==> config.mk <==
export PLATFORM = sky130hd
export DESIGN_NAME = pipe_stage_fifo
export DESIGN_NICKNAME = d
export VERILOG_FILES = /design/src/rtl/pipe_stage_fifo.sv
export SDC_FILE = /design/constraint.sdc
export NUM_CORES = 1
export LEC_CHECK = 0
export ABC_AREA = 1
export BUFFER_PORTS_ARGS = -buffer_cell sky130_fd_sc_hd__clkbuf_2
export CAP_MARGIN = 20
export CORE_ASPECT_RATIO = 1.5
export CORE_MARGIN = 10
export CORE_UTILIZATION = 54
export CTS_CLUSTER_SIZE = 30
export DETAILED_ROUTE_END_ITERATION = 8
export PLACE_DENSITY_LB_ADDON = 0.15
export SYNTH_ARGS = -nofsm -noshare
export SYNTH_HDL_FRONTEND = slang
export SYNTH_SLANG_ARGS = --single-unit
==> constraint.sdc <==
create_clock -name clk -period 5.1 [get_ports clk]
set_clock_uncertainty 0.1 [all_clocks]
set_input_delay 0.255 -clock clk [delete_from_list [all_inputs] [get_ports clk]]
set_output_delay 0.255 -clock clk [all_outputs]
set_load 0.03 [all_outputs]
==> src/rtl/pipe_stage_fifo.sv <==
// Inter-stage valid/allow_in buffer: DEPTH-entry circular store with a registered head, 1-cycle latency, sync flush.
// Backpressure: up_allow_in = !full, or with PIPE_READY=0 also raised by a same-cycle pop.
module pipe_stage_fifo #(
  parameter int DATA_W     = 64,
  parameter int DEPTH      = 2,
  parameter bit PIPE_READY = 1'b0,
  parameter int CNT_W      = $clog2(DEPTH + 1)
) (
  input  logic              clk,
  input  logic              reset,
  input  logic              flush,
  input  logic              up_valid,
  input  logic [DATA_W-1:0] up_data,
  output logic              up_allow_in,
  output logic              dn_valid,
  output logic [DATA_W-1:0] dn_data,
  input  logic              dn_allow_in,
  output logic [CNT_W-1:0]  count
);

  localparam int               PTR_W    = (DEPTH > 1) ? $clog2(DEPTH) : 1;
  localparam logic [CNT_W-1:0] DEPTH_C  = CNT_W'(DEPTH);
  localparam logic [PTR_W-1:0] LAST_PTR = PTR_W'(DEPTH - 1);

  logic [DATA_W-1:0] mem_q [DEPTH];
  logic [PTR_W-1:0]  wr_ptr_q, wr_ptr_d;
  logic [PTR_W-1:0]  rd_ptr_q, rd_ptr_d;
  logic [CNT_W-1:0]  count_q, count_d;
  logic              full, empty, push, pop;

  assign full     = (count_q == DEPTH_C);
  assign empty    = (count_q == '0);
  assign dn_valid = !empty;
  assign dn_data  = mem_q[rd_ptr_q];
  assign count    = count_q;

  assign pop  = dn_valid && dn_allow_in && !flush;
  // PIPE_READY=1 folds away the pop term, leaving up_allow_in purely registered.
  assign up_allow_in = PIPE_READY ? !full : (!full || pop);
  assign push = up_valid && up_allow_in && !flush;

  always_comb begin
    wr_ptr_d = wr_ptr_q;
    rd_ptr_d = rd_ptr_q;
    count_d  = count_q;
    if (flush) begin
      wr_ptr_d = '0;
      rd_ptr_d = '0;
      count_d  = '0;
    end else begin
      if (push) wr_ptr_d = (wr_ptr_q == LAST_PTR) ? '0 : wr_ptr_q + PTR_W'(1);
      if (pop)  rd_ptr_d = (rd_ptr_q == LAST_PTR) ? '0 : rd_ptr_q + PTR_W'(1);
      case ({push, pop})
        2'b10:   count_d = count_q + CNT_W'(1);
        2'b01:   count_d = count_q - CNT_W'(1);
        default: count_d = count_q;
      endcase
    end
  end

  always_ff @(posedge clk or posedge reset) begin
    if (reset) begin
      wr_ptr_q <= '0;
      rd_ptr_q <= '0;
      count_q  <= '0;
      for (int i = 0; i < DEPTH; i++) mem_q[i] <= '0;
    end else begin
      wr_ptr_q <= wr_ptr_d;
      rd_ptr_q <= rd_ptr_d;
      count_q  <= count_d;
      if (push) mem_q[wr_ptr_q] <= up_data;
    end
  end

endmodule

==> flow_summary.ini <==
[outcome]
status = finished clean

[sta]
fin_crit_sh = 0.5407
worst_pin_slew_ns = 0.9094
slew_headroom = 0.3937
rsz0062_at_grt = false
setup_ws_ns = 2.342
slew_viol_final = 0
tns_ns = 0
finalSetupViolations = 0
max_freq_mhz = 362.6
hold_viol_final = 0
period_needed_ns = 2.758

[floorplanning]
dieWidth_um = 107.4
io_pins = 137
rows = 47
dieArea_mm2 = 0.01622
core_mm2 = 0.01111
dieHeight_um = 151.1
start_util = 0.5565

[route]
routed_wl_um = 16500
detail-route-antenna-nets = 0
wl_per_cell_um = 15.11
drc = 0
drt_iter0_markers = 377
drtPass1Iterations = 5
viasPerCell = 5.195
via_count = 5673

[worst_setup_path]
slowest_delay_ns = 0.58
regToRegStartpoint = count[1]
worstSetupStartpointType = flop
r2r_cells = 9
worstPathRequired_ns = 5.29
path_delay_family = simple AND/OR/NAND/NOR gates
end_kind = flop
crit_buf_inv = 2
path_cells = inv_1 > nor2_1 > nand2_2 > nand2_2 > nor2_4 > nand2_2 > buf_4 > nand2_1 > nand2_1
arrival_ns = 2.95
path_class = reg -> reg
crit_top_cell = nand2_2
timing.rr.end = mem_q[4]
r2r_slack_ns = 2.34
crit_slowest_cell = nor2_4
worst-path-max-fanout = 37

[clock_network]
ctsResizeCount = 0
worstSkewPairLatency_ns = 0.40
cts_htree_levels = 4
cts.sinks = 132
cts_made_buffers = 17
cts_setup_buffers = 0
cts_tree = built
clkTransAtPathRegs_ns = 0.05
root_buffer = clkbuf_16
ctsHoldBuffers = 24
clockBufferDepth = 2

[final_layout]
drive_gt1_frac = 0.1968
final_cells = 1092
antenna_cells = 0
area_growth_pct = 23.14
final_area_mm2 = 0.007616
nNetsFinal = 1001

[job]
max_cap_viol_count = 0

[global_route]
globalRoute.totalOverflow = 0
grt_usage = 0.2128
grt_pass1_vias = 5861
grt_pass1_wl_um = 28010
antenna_found_initial = 0
grt_max_degree = 95

[power]
total_power_w = 0.004720
pwr_density_cell_mw_per_mm2 = 619.8
cellLeakagePower_nw = 4.388
worst_ir_drop_vdd_v = 0.0003977

[hold_path]
hold_class = in -> reg
min_to = mem_q[5]
hold_depth = 3
worstHoldStart = up_data[5]

[synthesis]
syn_nets = 867
synth.distinct_cells = 16
synthTopCellsByArea = dfrtp_1 53%, nand2_1 28%, nand3_1 11%
avgSynthCellArea_um2 = 7.750
netlist_area_mm2 = 0.006185
synth_area_leader_cell = dfrtp_1
yosysSeqAreaShare = 0.5341
synth-seq-cells = 132
synth_cells = 798
yosysWarnings = 0
yosysTopAreaCellShare = 0.5341

[place]
place_inst = 1032
io_buffers = 136
dpl_worst_slack_ns = 2.314
place_congestion = 0.8030
dp_hpwl_um = 10390
place_area_mm2 = 0.006718
-- how the worst max path moves through the flow --
stage / startpoint / end / cells past startpoint
after detailed placement: flush / mem_q[18] / 10
after global routing: count[1] / mem_q[0] / 9
after CTS: count[1] / mem_q[18] / 9
after floorplan: reset / count[0] / 1
final: count[1] / mem_q[4] / 9
after global placement: wr_ptr_q / mem_q[65] / 4
-- flip-flops by register name, summed over array words and instances, names as in the netlist --
| register | flops |
|---|---|
| mem_q | 128 |
| count | 2 |
| rd_ptr_q | 1 |
| wr_ptr_q | 1 |
-- where the power goes --
| part | total [W] | internal, W | switching (W) |
|---|---|---|---|
| Clock | 0.00120 | 0.000780 | 0.000423 |
| Sequential | 0.00171 | 0.00148 | 0.000233 |
| Combinational | 0.00181 | 0.000512 | 0.00129 |
-- layer usage --
layer	GRT usage	up-vias	routed length (µm)
met1	0.2446	2710	6501
met3	0.05700	24	1150
met4	0.07105	0	272
met5	0	-	0
li1	-	2759	-
met2	0.3735	180	8576
-- tightest hold or removal path: stages --
cell and delay, ns:
clkbuf_2 0.09, nand3_1 0.07, nand2_1 0.05
-- stage by stage --
| step | util | hold WS [ns] |
|---|---|---|
| final | 0.6852 | 0.005981 |
| after global routing | 0.6852 | 0.001724 |
| after CTS | 0.6798 | 0.0005735 |
| after detailed placement | 0.6044 | 0.3336 |
| after global placement | 0.6026 | 0.3270 |
| after floorplan | - | 0.2995 |
-- cells in the mapped netlist, drive strengths merged --
cell type / count
nand2: 461
dfrtp: 132
nand3: 132
buf: 32
clkbuf: 23
inv: 8
nor2: 5
nand4: 2
o21ai: 2
a21oi: 1
-- area by class of cell --
| type | instances | area [µm²] |
|---|---|---|
| Clock inverter | 9 | 100.1 |
| Inverter | 8 | 35.03 |
| Timing Repair Buffer | 170 | 1039 |
| Clock buffer | 23 | 498.0 |
| Fill cell | 943 | 3498 |
| Tap cell | 147 | 183.9 |
| Sequential cell | 132 | 3306 |
| Multi-Input combinational cell | 603 | 2455 |
-- logic make-up after synthesis --
logic type             after synthesis  synth area share
buffers and inverters               63           0.06939
AOI/OAI and AO/OA                    3          0.002427
and+or+nand+nor                    600            0.3941
DFF                                132            0.5341
-- placed cells by master, fill, tap and decap left out, types with 4 or more instances in the layout --
master and count:
nand2_2 4, inv_1 4, clkbuf_16 17, dfrtp_1 130, nand3_1 132, dlygate4sd3_1 26, buf_4 5, clkinv_2 5
clkbuf_8 5, clkbuf_2 136, nor2_1 4, nand2_1 457
Power figures use the tool's default switching activity.
